### src/rtl/wb_bus_arbiter_pkg.sv
// Shared definitions for the two-master Wishbone arbiter: state encoding,
// master indices and the round-robin tie-break.
package wb_arb_pkg;

  localparam logic [1:0] ARB_IDLE = 2'd0;
  localparam logic [1:0] ARB_GNT0 = 2'd1;
  localparam logic [1:0] ARB_GNT1 = 2'd2;

  typedef enum logic [1:0] {
    ST_IDLE = ARB_IDLE,
    ST_GNT0 = ARB_GNT0,
    ST_GNT1 = ARB_GNT1
  } arb_state_t;

  localparam logic M_IFETCH = 1'b0;
  localparam logic M_DATA   = 1'b1;

  // On a tie the master that did not own the previous grant wins.
  function automatic logic rr_pick(input logic req0, input logic req1, input logic last_grant);
    logic pick;
    if (req0 && req1) begin
      pick = (last_grant == M_DATA) ? M_IFETCH : M_DATA;
    end else if (req1) begin
      pick = M_DATA;
    end else begin
      pick = M_IFETCH;
    end
    return pick;
  endfunction

endpackage

### src/rtl/wb_bus_arbiter_if.sv
// Signal bundle for the arbiter: both CPU-side Wishbone ports plus the shared
// downstream bus. The slave modport is the arbiter's view of it.
interface wb_bus_arbiter_if;

  logic        m0_cyc_i;
  logic        m0_stb_i;
  logic        m0_we_i;
  logic [3:0]  m0_sel_i;
  logic [31:0] m0_adr_i;
  logic [31:0] m0_dat_i;
  logic [31:0] m0_dat_o;
  logic        m0_ack_o;
  logic        m0_err_o;

  logic        m1_cyc_i;
  logic        m1_stb_i;
  logic        m1_we_i;
  logic [3:0]  m1_sel_i;
  logic [31:0] m1_adr_i;
  logic [31:0] m1_dat_i;
  logic [31:0] m1_dat_o;
  logic        m1_ack_o;
  logic        m1_err_o;

  logic [31:0] ADR_O;
  logic [31:0] DAT_O;
  logic [3:0]  SEL_O;
  logic        WE_O;
  logic        CYC_O;
  logic        STB_O;
  logic        ACK_I;
  logic [31:0] DAT_I;

  modport slave (
    input  m0_cyc_i, m0_stb_i, m0_we_i, m0_sel_i, m0_adr_i, m0_dat_i,
    output m0_dat_o, m0_ack_o, m0_err_o,
    input  m1_cyc_i, m1_stb_i, m1_we_i, m1_sel_i, m1_adr_i, m1_dat_i,
    output m1_dat_o, m1_ack_o, m1_err_o,
    output ADR_O, DAT_O, SEL_O, WE_O, CYC_O, STB_O,
    input  ACK_I, DAT_I
  );

  modport master (
    output m0_cyc_i, m0_stb_i, m0_we_i, m0_sel_i, m0_adr_i, m0_dat_i,
    input  m0_dat_o, m0_ack_o, m0_err_o,
    output m1_cyc_i, m1_stb_i, m1_we_i, m1_sel_i, m1_adr_i, m1_dat_i,
    input  m1_dat_o, m1_ack_o, m1_err_o,
    input  ADR_O, DAT_O, SEL_O, WE_O, CYC_O, STB_O,
    output ACK_I, DAT_I
  );

endinterface

### src/rtl/wb_bus_arbiter_watchdog.sv
// Per-transfer wait counter: cleared while the bus is idle, counts granted
// cycles without ACK and flags the last allowed cycle.
module wb_arb_watchdog #(
  parameter int unsigned TIMEOUT_CYCLES = 255,
  parameter int unsigned CNT_W          = 8
) (
  input  logic CLK_I,
  input  logic RST_I,
  input  logic clr,
  input  logic en,
  output logic expired
);

  localparam int unsigned  LAST_INT = (TIMEOUT_CYCLES > 0) ? TIMEOUT_CYCLES - 1 : 0;
  localparam logic [CNT_W-1:0] LAST = CNT_W'(LAST_INT);

  logic [CNT_W-1:0] count_reg;
  logic [CNT_W-1:0] count_next;

  always_comb begin
    count_next = count_reg;
    if (clr) begin
      count_next = '0;
    end else if (en) begin
      count_next = count_reg + CNT_W'(1);
    end
  end

  always_ff @(posedge CLK_I) begin
    if (RST_I) begin
      count_reg <= '0;
    end else begin
      count_reg <= count_next;
    end
  end

  // A zero timeout turns the watchdog off entirely.
  assign expired = (TIMEOUT_CYCLES != 0) && en && (count_reg == LAST);

endmodule

### src/rtl/wb_bus_arbiter.sv
// Two-master Wishbone classic arbiter (instruction fetch = m0, load/store = m1)
// with round-robin ties, grant held until ACK, and a per-transfer watchdog.
module wb_bus_arbiter
  import wb_arb_pkg::*;
#(
  parameter int unsigned TIMEOUT_CYCLES = 255,
  parameter int unsigned CNT_W          = 8
) (
  input logic             CLK_I,
  input logic             RST_I,
  wb_bus_arbiter_if.slave bus
);

  arb_state_t state_reg;
  arb_state_t state_next;
  logic       last_grant_reg;
  logic       last_grant_next;
  logic [1:0] err_reg;
  logic [1:0] err_next;

  logic [1:0] req;
  logic [1:0] cyc;
  logic [1:0] gnt;
  logic       owner_cyc;
  logic       wd_clr;
  logic       wd_en;
  logic       wd_expired;

  logic        slv_cyc;
  logic        slv_stb;
  logic        slv_we;
  logic [3:0]  slv_sel;
  logic [31:0] slv_adr;
  logic [31:0] slv_dat;

  assign req = {bus.m1_cyc_i & bus.m1_stb_i, bus.m0_cyc_i & bus.m0_stb_i};
  assign cyc = {bus.m1_cyc_i, bus.m0_cyc_i};

  for (genvar gi = 0; gi < 2; gi++) begin : g_gnt
    assign gnt[gi] = (state_reg == ((gi == 0) ? ST_GNT0 : ST_GNT1));
  end

  assign owner_cyc = |(gnt & cyc);
  assign wd_clr    = (state_reg == ST_IDLE);
  assign wd_en     = (|gnt) & ~bus.ACK_I;

  wb_arb_watchdog #(
    .TIMEOUT_CYCLES(TIMEOUT_CYCLES),
    .CNT_W         (CNT_W)
  ) u_watchdog (
    .CLK_I  (CLK_I),
    .RST_I  (RST_I),
    .clr    (wd_clr),
    .en     (wd_en),
    .expired(wd_expired)
  );

  // Every grant returns to IDLE for one cycle, so the loser of a tie is
  // always reconsidered before the previous owner can win again.
  always_comb begin
    state_next      = state_reg;
    last_grant_next = last_grant_reg;
    err_next        = '0;
    case (state_reg)
      ST_IDLE: begin
        if (|req) begin
          last_grant_next = rr_pick(req[0], req[1], last_grant_reg);
          state_next      = (last_grant_next == M_DATA) ? ST_GNT1 : ST_GNT0;
        end
      end
      ST_GNT0, ST_GNT1: begin
        if (bus.ACK_I || !owner_cyc) begin
          state_next = ST_IDLE;
        end else if (wd_expired) begin
          state_next = ST_IDLE;
          err_next   = gnt;
        end
      end
      default: state_next = ST_IDLE;
    endcase
  end

  always_ff @(posedge CLK_I) begin
    if (RST_I) begin
      state_reg      <= ST_IDLE;
      last_grant_reg <= M_DATA;
      err_reg        <= '0;
    end else begin
      state_reg      <= state_next;
      last_grant_reg <= last_grant_next;
      err_reg        <= err_next;
    end
  end

  always_comb begin
    slv_cyc = 1'b0;
    slv_stb = 1'b0;
    slv_we  = 1'b0;
    slv_sel = '0;
    slv_adr = '0;
    slv_dat = '0;
    if (gnt[0]) begin
      slv_cyc = bus.m0_cyc_i;
      slv_stb = bus.m0_stb_i;
      slv_we  = bus.m0_we_i;
      slv_sel = bus.m0_sel_i;
      slv_adr = bus.m0_adr_i;
      slv_dat = bus.m0_dat_i;
    end else if (gnt[1]) begin
      slv_cyc = bus.m1_cyc_i;
      slv_stb = bus.m1_stb_i;
      slv_we  = bus.m1_we_i;
      slv_sel = bus.m1_sel_i;
      slv_adr = bus.m1_adr_i;
      slv_dat = bus.m1_dat_i;
    end
  end

  assign bus.CYC_O = slv_cyc;
  assign bus.STB_O = slv_stb;
  assign bus.WE_O  = slv_we;
  assign bus.SEL_O = slv_sel;
  assign bus.ADR_O = slv_adr;
  assign bus.DAT_O = slv_dat;

  assign bus.m0_ack_o = gnt[0] & bus.ACK_I;
  assign bus.m1_ack_o = gnt[1] & bus.ACK_I;
  assign bus.m0_err_o = err_reg[0];
  assign bus.m1_err_o = err_reg[1];
  assign bus.m0_dat_o = bus.DAT_I;
  assign bus.m1_dat_o = bus.DAT_I;

endmodule

### src/flat_wrapper.sv
// flat-port wrapper written by rule: the top's interface ports become plain ports
module wb_bus_arbiter_flat import wb_arb_pkg::*;
#(
  parameter int unsigned TIMEOUT_CYCLES = 255,
  parameter int unsigned CNT_W          = 8
)
  (CLK_I, RST_I, bus_m0_cyc_i, bus_m0_stb_i, bus_m0_we_i, bus_m0_sel_i, bus_m0_adr_i, bus_m0_dat_i, bus_m0_dat_o, bus_m0_ack_o, bus_m0_err_o, bus_m1_cyc_i, bus_m1_stb_i, bus_m1_we_i, bus_m1_sel_i, bus_m1_adr_i, bus_m1_dat_i, bus_m1_dat_o, bus_m1_ack_o, bus_m1_err_o, bus_ADR_O, bus_DAT_O, bus_SEL_O, bus_WE_O, bus_CYC_O, bus_STB_O, bus_ACK_I, bus_DAT_I);
  wb_bus_arbiter_if bus_i ();
  input logic CLK_I;
  input logic RST_I;
  input wire logic [$bits(bus_i.m0_cyc_i)-1:0] bus_m0_cyc_i;
  input wire logic [$bits(bus_i.m0_stb_i)-1:0] bus_m0_stb_i;
  input wire logic [$bits(bus_i.m0_we_i)-1:0] bus_m0_we_i;
  input wire logic [$bits(bus_i.m0_sel_i)-1:0] bus_m0_sel_i;
  input wire logic [$bits(bus_i.m0_adr_i)-1:0] bus_m0_adr_i;
  input wire logic [$bits(bus_i.m0_dat_i)-1:0] bus_m0_dat_i;
  output wire logic [$bits(bus_i.m0_dat_o)-1:0] bus_m0_dat_o;
  output wire logic [$bits(bus_i.m0_ack_o)-1:0] bus_m0_ack_o;
  output wire logic [$bits(bus_i.m0_err_o)-1:0] bus_m0_err_o;
  input wire logic [$bits(bus_i.m1_cyc_i)-1:0] bus_m1_cyc_i;
  input wire logic [$bits(bus_i.m1_stb_i)-1:0] bus_m1_stb_i;
  input wire logic [$bits(bus_i.m1_we_i)-1:0] bus_m1_we_i;
  input wire logic [$bits(bus_i.m1_sel_i)-1:0] bus_m1_sel_i;
  input wire logic [$bits(bus_i.m1_adr_i)-1:0] bus_m1_adr_i;
  input wire logic [$bits(bus_i.m1_dat_i)-1:0] bus_m1_dat_i;
  output wire logic [$bits(bus_i.m1_dat_o)-1:0] bus_m1_dat_o;
  output wire logic [$bits(bus_i.m1_ack_o)-1:0] bus_m1_ack_o;
  output wire logic [$bits(bus_i.m1_err_o)-1:0] bus_m1_err_o;
  output wire logic [$bits(bus_i.ADR_O)-1:0] bus_ADR_O;
  output wire logic [$bits(bus_i.DAT_O)-1:0] bus_DAT_O;
  output wire logic [$bits(bus_i.SEL_O)-1:0] bus_SEL_O;
  output wire logic [$bits(bus_i.WE_O)-1:0] bus_WE_O;
  output wire logic [$bits(bus_i.CYC_O)-1:0] bus_CYC_O;
  output wire logic [$bits(bus_i.STB_O)-1:0] bus_STB_O;
  input wire logic [$bits(bus_i.ACK_I)-1:0] bus_ACK_I;
  input wire logic [$bits(bus_i.DAT_I)-1:0] bus_DAT_I;
  assign bus_i.m0_cyc_i = bus_m0_cyc_i;
  assign bus_i.m0_stb_i = bus_m0_stb_i;
  assign bus_i.m0_we_i = bus_m0_we_i;
  assign bus_i.m0_sel_i = bus_m0_sel_i;
  assign bus_i.m0_adr_i = bus_m0_adr_i;
  assign bus_i.m0_dat_i = bus_m0_dat_i;
  assign bus_m0_dat_o = bus_i.m0_dat_o;
  assign bus_m0_ack_o = bus_i.m0_ack_o;
  assign bus_m0_err_o = bus_i.m0_err_o;
  assign bus_i.m1_cyc_i = bus_m1_cyc_i;
  assign bus_i.m1_stb_i = bus_m1_stb_i;
  assign bus_i.m1_we_i = bus_m1_we_i;
  assign bus_i.m1_sel_i = bus_m1_sel_i;
  assign bus_i.m1_adr_i = bus_m1_adr_i;
  assign bus_i.m1_dat_i = bus_m1_dat_i;
  assign bus_m1_dat_o = bus_i.m1_dat_o;
  assign bus_m1_ack_o = bus_i.m1_ack_o;
  assign bus_m1_err_o = bus_i.m1_err_o;
  assign bus_ADR_O = bus_i.ADR_O;
  assign bus_DAT_O = bus_i.DAT_O;
  assign bus_SEL_O = bus_i.SEL_O;
  assign bus_WE_O = bus_i.WE_O;
  assign bus_CYC_O = bus_i.CYC_O;
  assign bus_STB_O = bus_i.STB_O;
  assign bus_i.ACK_I = bus_ACK_I;
  assign bus_i.DAT_I = bus_DAT_I;
  wb_bus_arbiter #(.TIMEOUT_CYCLES(TIMEOUT_CYCLES), .CNT_W(CNT_W)) u_core (.CLK_I(CLK_I), .RST_I(RST_I), .bus(bus_i));
endmodule
### config.mk
export PLATFORM = sky130hd
export DESIGN_NAME = wb_bus_arbiter_flat
export DESIGN_NICKNAME = d
export VERILOG_FILES = /design/src/rtl/wb_bus_arbiter_pkg.sv /design/src/rtl/wb_bus_arbiter_if.sv /design/src/rtl/wb_bus_arbiter_watchdog.sv /design/src/rtl/wb_bus_arbiter.sv /design/src/flat_wrapper.sv
export SDC_FILE = /design/constraint.sdc
export NUM_CORES = 1
export LEC_CHECK = 0
export CAP_MARGIN = 40
export CORE_AREA = 2 2 124 126
export DETAILED_ROUTE_END_ITERATION = 16
export DIE_AREA = 0 0 126 128
export SETUP_SLACK_MARGIN = 0.15
export SYNTH_ARGS = -nofsm -noshare
export SYNTH_HDL_FRONTEND = slang
export SYNTH_SLANG_ARGS = --single-unit
### constraint.sdc
create_clock -name CLK_I -period 2.6 [get_ports CLK_I]
set_input_delay 0.78 -clock CLK_I [delete_from_list [all_inputs] [get_ports CLK_I]]
set_output_delay 0.78 -clock CLK_I [all_outputs]
set_load 0.03 [all_outputs]
Yosys cells after proc, flatten, opt, wreduce, memory -nomap -nowiden
Cells that the tools add are included.
{ "classes": {"n_addsub": 1, "eq_ne": 5, "mux": 22, "bitwise": 9, "reduce_logical": 12} }
{ "op_table": {"columns": ["cell", "n"], "rows": [
  ["$mux W32", 4],
  ["$mux W1", 11],
  ["$add A8 B1 Y8 const B", 1],
  ["$eq A8 B8 Y1 const B", 1],
  ["$mux W2", 4],
  ["$mux W4", 2],
  ["$reduce_or A2 Y1", 4],
  ["$and A1 B1 Y1", 5],
  ["$pmux W2 S2", 1],
  ["$reduce_and A2 Y1", 2],
  ["$reduce_or A4 Y1", 1],
  ["$ne A3 B3 Y1 const B", 1],
  ["$not A1 Y1", 3],
  ["$and A2 B2 Y2", 1],
  ["$eq A2 B1 Y1 const B", 1],
  ["$eq A2 B2 Y1 const B", 1],
  ["$logic_and A1 B1 Y1", 2],
  ["$logic_not A2 Y1", 1],
  ["$ne A2 B1 Y1 const B", 1],
  ["$logic_not A1 Y1", 1],
  ["$logic_or A1 B1 Y1", 1]
]} }
{ "totals": {"register_bits": 13, "in_bits": 177, "output_inout_bits": 139, "word_cells": 53} }

Depth between registers and ports, before layout
{ "depth": {"ltp_word": 8, "mapped_depth": 7, "mapped_depth_nobuf": 6} }

Cells and area by module
Synthesis repeated with hierarchy kept, for this count alone.
{ "unflattened": {"cells_unflattened": 364, "hier_area_um2": 2137.0} }
{ "by_module_without_submodules": {"columns": ["mod", "n_inst", "cells_per_inst", "area_per_inst_um2", "seq_area_each_um2"], "rows": [
  ["wb_bus_arbiter", 1, 322, 1759.2, 100.1],
  ["wb_arb_watchdog", 1, 42, 377.9, 160.2]
]} }

Worst setup path after synthesis
Ideal clock, no wire load.
{ "synth_timing": {"path_kind": "flip-flop to output port", "start": "reg u_core.state_reg[0]", "end": "out bus_DAT_O[10]", "t_arrival_ns": 1.793, "required_ns": 1.820, "setup_slack_ns": 0.027, "path_stages_with_launch": 8, "path_buffers": 3, "path_cell_list": "dfxtp_1 -> inv_1 -> ha_1 -> clkbuf_1 -> buf_2 -> buf_2 -> nand2_1 -> o21ai_0"} }
{ "synth_via": {"elab_chain_cells": 3, "word_cells_on_any_way": 4, "classes_between": "eq/ne (2); mux (2)"} }
{ "synth_lines": {"columns": ["element", "line_no", "rtl"], "rows": [
  ["start: declaration", "wb_bus_arbiter.sv:14", "arb_state_t state_reg;"],
  ["start signal: assignment", "wb_bus_arbiter.sv:89", "state_reg <= state_next;"],
  ["$eq A2 B2 Y1", "wb_bus_arbiter.sv:40", "assign gnt[gi] = (state_reg == ((gi == 0) ? ST_GNT0 : ST_GNT1));"],
  ["via u_core.gnt[1]", "wb_bus_arbiter.sv:23", "logic [1:0] gnt;"],
  ["$mux W32", "wb_bus_arbiter.sv:109", "end else if (gnt[1]) begin"],
  ["$mux W32", "wb_bus_arbiter.sv:102", "if (gnt[0]) begin"],
  ["end: declaration", "flat_wrapper.sv:30", "output wire logic [$bits(bus_i.DAT_O)-1:0] bus_DAT_O;"]
]} }
The timed path passes the listed nets, and every way through them passes these cells.

Worst setup path in the final report
{ "layout_timing": {"start": "in bus_m1_dat_i[2]", "end": "out bus_DAT_O[2]"} }
{ "layout_via": {"elab_chain_cells": 2} }
{ "layout_lines": {"columns": ["element", "line_no", "rtl"], "rows": [
  ["start: declaration", "flat_wrapper.sv:25", "input wire logic [$bits(bus_i.m1_dat_i)-1:0] bus_m1_dat_i;"],
  ["$mux W32", "wb_bus_arbiter.sv:109", null],
  ["$mux W32", "wb_bus_arbiter.sv:102", null]
]} }
No other way between the ends.

==> impl.org <==
** Timing
- Setup total negative slack on the finished layout was measured at 0 ns.
- The worst path in the final design needs a cycle of 2.47 ns, including I/O delays and setup.
- Final Max Slew Viols :: 0
- In the post-route analysis, the smallest setup slack over all paths is 0.134 ns.
- Worst Tran Pin Value :: 0.369 ns
- Setup violations remaining at the end of the flow were counted as 0.
- Ratio of final minimum period to clock period :: 94.8%
- Measured against its own limit, the worst slew margin works out to 74.8%.
- On the final layout, the worst clock skew is 0.000758 ns.
- Max frequency :: 0.406 GHz
- Final Hold Violating Endpoints :: 0
- RSZ-0062 raised after global routing :: yes
- Hold Slack :: 0.521 ns

** Pwr
- Leakage Power :: 1.62 nW
- Switching power as a share of total power :: 37.1%
- Clock share of power :: 23.0%
- For this design the ratio of total power to cell area is 303 nW/um^2.
- Cell internal pwr :: 0.000792 W
- In this run, the combinational gates consume 60.4% of the power.
- Of the total power, registers draw 16.5%.
- Switch Pwr :: 0.000467 W
- IR analysis of the VDD net gives a maximum drop of 0.000359 V.

** Clocking
- Number of buffers created by CTS :: 3
- Post-CTS repair timing setup buffer count :: 0
- The later pin in the worst-skew pair is clocked with a latency of 0.24 ns.
- No sink is reached through more buffers than the 2 on the longest clock path.
- For this design, the sink count on the clock tree is 13.
- Number of levels in the clock H-tree :: 1
- After clock tree synthesis, the clock-pin slew on the worst setup and hold paths is 0.04 ns.
- In this run, post-CTS hold repair placed 0 buffers.
- The root buffer cell chosen for the clock tree is sky130_fd_sc_hd__clkbuf_16.
- TritonCTS built the clock tree.

** Worst setup path
- Crit path from :: bus_m1_dat_i[2]
- The critical path in this run is classified as primary input to output pin.
- The critical path contains buffers and inverters numbering 2 combined.
- At the worst endpoint, the required time is 1.82 ns.
- Maximum net fanout on the critical path :: 1
- Among all stages on the critical path, the largest delay is contributed by sky130_fd_sc_hd__clkdlybuf4s50_1.
- Startpoint class of the critical path :: primary input
- In this run the critical register-to-register path is launched from u_core.state_reg[0]$_SDFFE_PP0P_.
- Among cell families on the critical path, the largest total delay comes from buffers and inverters.
- Crit path cell chain :: clkdlybuf4s50_1 -> nand2_1 -> o21ai_1 -> buf_4
- Data on the critical path arrives at its endpoint at 1.69 ns.
- Type of destination of the critical path :: output pin
- Peak per-stage delay on the critical path :: 0.46 ns

** Yosys
- Of all flip-flops after synthesis, the portion carrying an async set or reset was 0%.
- By area the synthesized netlist is led by sky130_fd_sc_hd__nand2_1 (24%), sky130_fd_sc_hd__buf_4 (22%), sky130_fd_sc_hd__o21ai_0 (16%).
- Top-area cell type share of the netlist area :: 23.9%
- Number of distinct library cells after synthesis :: 33
- The synthesized netlist occupies a cell area of 2160 um^2.
- The synthesized design spends more area on one cell type than any other, namely sky130_fd_sc_hd__nand2_1.
- The Yosys step of the flow raised 0 warnings.
- Primary flip-flop cell chosen by synthesis mapping :: sky130_fd_sc_hd__dfxtp_1
- Flip-flop and latch count after synthesis :: 13
- Number of synthesized flops with an enable pin :: 0
- Mean instance size in the synthesized netlist :: 5.82 um^2
- Synthesized netlist net count :: 554
- Synthesis produced a netlist whose cell count is 372.
- Sequential elements use 12.0% of the synthesized area.

** Placed design
- In this run the tool buffered the top-level ports with 219 buffer cells.
- After detailed placement, the total cell area comes to 3970 um^2.
- Routability-driven placement finished with a final weighted congestion of 0.746.
- Post-detail-place hpwl :: 8160 um
- Prior to clock tree synthesis, the placed netlist has a worst setup slack of 0.0571 ns.

** Min path
- Hold Path Origin :: u_core.u_watchdog.count_reg[3]$_SDFFE_PP0P_
- Path category of the worst min-delay check :: flip-flop to flip-flop

** Cells and area
- Share of post-route cells with drive strength above 1 :: 20.2%
- Fill cell total of the finished layout :: 1640
- With fillers left out, the area of the finished cells amounts to 4150 um^2.
- Number of antenna diodes :: 0
- The register with the most flip-flops in the layout has 8 of them.
- Final design utilization :: 27.9%
- P&R area growth vs syn :: 91.8%
- The net count of the finished layout is 699.

** Floorplan
- Top-level port count :: 316
- Horizontal die dimension :: 126 um
- The die is 128 um tall.
- The floorplan step defined a core boundary enclosing 14900 um^2.
- The die covers 16100 um^2.
- In this run the core area contains 45 standard-cell rows.
- For this configuration, the core starts out at a cell density of 14.6%.

** Routing
- Via density :: 3.97
- Drt first-iter violations :: 142
- First drt pass iteration count :: 4
- Count of nets left with antenna violations after detail routing :: 0
- Total number of vias :: 2794
- After detailed routing, the average wire length per cell comes to 14.7 um.
- For this run, design rule violations remaining after detail routing come to 0.
- Final wirelength :: 10400 um

** Global route
- The number of antenna violations at the first check in global routing is 0.
- The number of global-route vias before repair came to 2500.
- Entering global routing, the biggest net connects 87 pins.
- Global routing consumed, over all layers together, 10.8% of the routing resources.
- Wire length of the first global-routing pass :: 14000 um
- Remaining Overflow, GRT :: 0

** Job
- Max-cap violations in this run came to 0.

** Run status
- The run finished with clean final reports.
==> layout make-up <==
cell class / count / area (um^2) / share of cell area (%)
Timing Repair Buffer: 229 / 2210 / 53.3
Clock buffer: 4 / 78.8 / 1.90
Inverter: 5 / 18.8 / 0.452
Tap cell: 188 / 235 / 5.67
Sequential cell: 13 / 260 / 6.27
Multi-Input combinational cell: 265 / 1350 / 32.4
==> synth_stat cells, types with 2 or more instances <==
master                        n
sky130_fd_sc_hd__nor2_1      11
sky130_fd_sc_hd__inv_1        5
sky130_fd_sc_hd__dfxtp_1     13
sky130_fd_sc_hd__buf_1        8
sky130_fd_sc_hd__clkbuf_1    12
sky130_fd_sc_hd__a2111oi_0    2
sky130_fd_sc_hd__ha_1         5
sky130_fd_sc_hd__nand2_1    138
sky130_fd_sc_hd__nor4_1       2
sky130_fd_sc_hd__buf_4       64
sky130_fd_sc_hd__o21ai_0     69
sky130_fd_sc_hd__buf_2        4
sky130_fd_sc_hd__nand4_1      4
sky130_fd_sc_hd__nand3_1      4
sky130_fd_sc_hd__a22o_1       5
sky130_fd_sc_hd__and2_2       2
sky130_fd_sc_hd__and3_1       2
sky130_fd_sc_hd__xor2_1       3
sky130_fd_sc_hd__nand3b_1     3
sky130_fd_sc_hd__xnor2_1      3
==> power by group through the flow <==
stage	clock network [W]	logic [W]	registers, W
2_1_floorplan	0	0.000511	0.000210
3_3_place_gp	0	0.000732	0.000211
3_5_place_dp	0	0.000733	0.000211
4_1_cts	0.000301	0.000737	0.000207
5_1_grt	0.000309	0.000807	0.000208
6_report	0.000290	0.000760	0.000208
==> final timing paths <==
path / endpoint / slack (ns) / depth (start not counted)
hold reg to reg: u_core.u_watchdog.count_reg[3]$_SDFFE_PP0P_ / 0.52 / 2
setup reg to reg: u_core.state_reg[0]$_SDFFE_PP0P_ / 0.76 / 6
hold / removal: u_core.u_watchdog.count_reg[3]$_SDFFE_PP0P_ / 0.52 / 2
setup / recovery: bus_DAT_O[2] / 0.13 / 4
==> repair_timing <==
item	4_1_cts	5_1_grt
setup endpoints to repair	17	49
endpoints found under the hold margin	0	0
pin swaps	2	1
resized for setup	9	12
gates cloned	0	2
==> cells by family after synthesis <==
group,after synthesis,share of synthesized area [%]
and+or+nand+nor,174,34.4
buffers and inverters,94,28.0
AOI/OAI and AO/OA,80,20.3
DFF,13,12.0
xor gates and xnor gates,6,2.43
adders and majority gates,5,2.89
==> cell usage in the layout, fill, tap and decap left out, drive strengths merged, types with 6 or more instances in the layout <==
cell type      instances
clkdlybuf4s50        142
nand2                138
buf                   81
o21ai                 69
dfxtp                 13
nor2                  11
clkbuf                 6
==> tightest hold or removal path: stages (launching register included) <==
cell and delay [ns]:
sky130_fd_sc_hd__dfxtp_1 0.33, sky130_fd_sc_hd__o21ai_0 0.08, sky130_fd_sc_hd__a21oi_1 0.06
==> stage by stage <==
| stage | total power [W] | cells |
|---|---|---|
| floorplan | 0.000721 | 372 |
| global placement | 0.000943 | 698 |
| detailed placement | 0.000944 | 698 |
| CTS | 0.00125 | 702 |
| global route | 0.00132 | 704 |
| finish | 0.00126 | 704 |
==> per-layer routing <==
layer	up-vias	routed length (um)	share of wire (%)	GRT usage, %
met5	-	0	0	0
met3	8	1050	10	4.84
met4	0	27	0.26	1.03
met2	178	5150	50	18.9
met1	1172	4140	40	12.5
li1	1436	-	-	-
No activity file was read; power rests on OpenSTA's default activity.
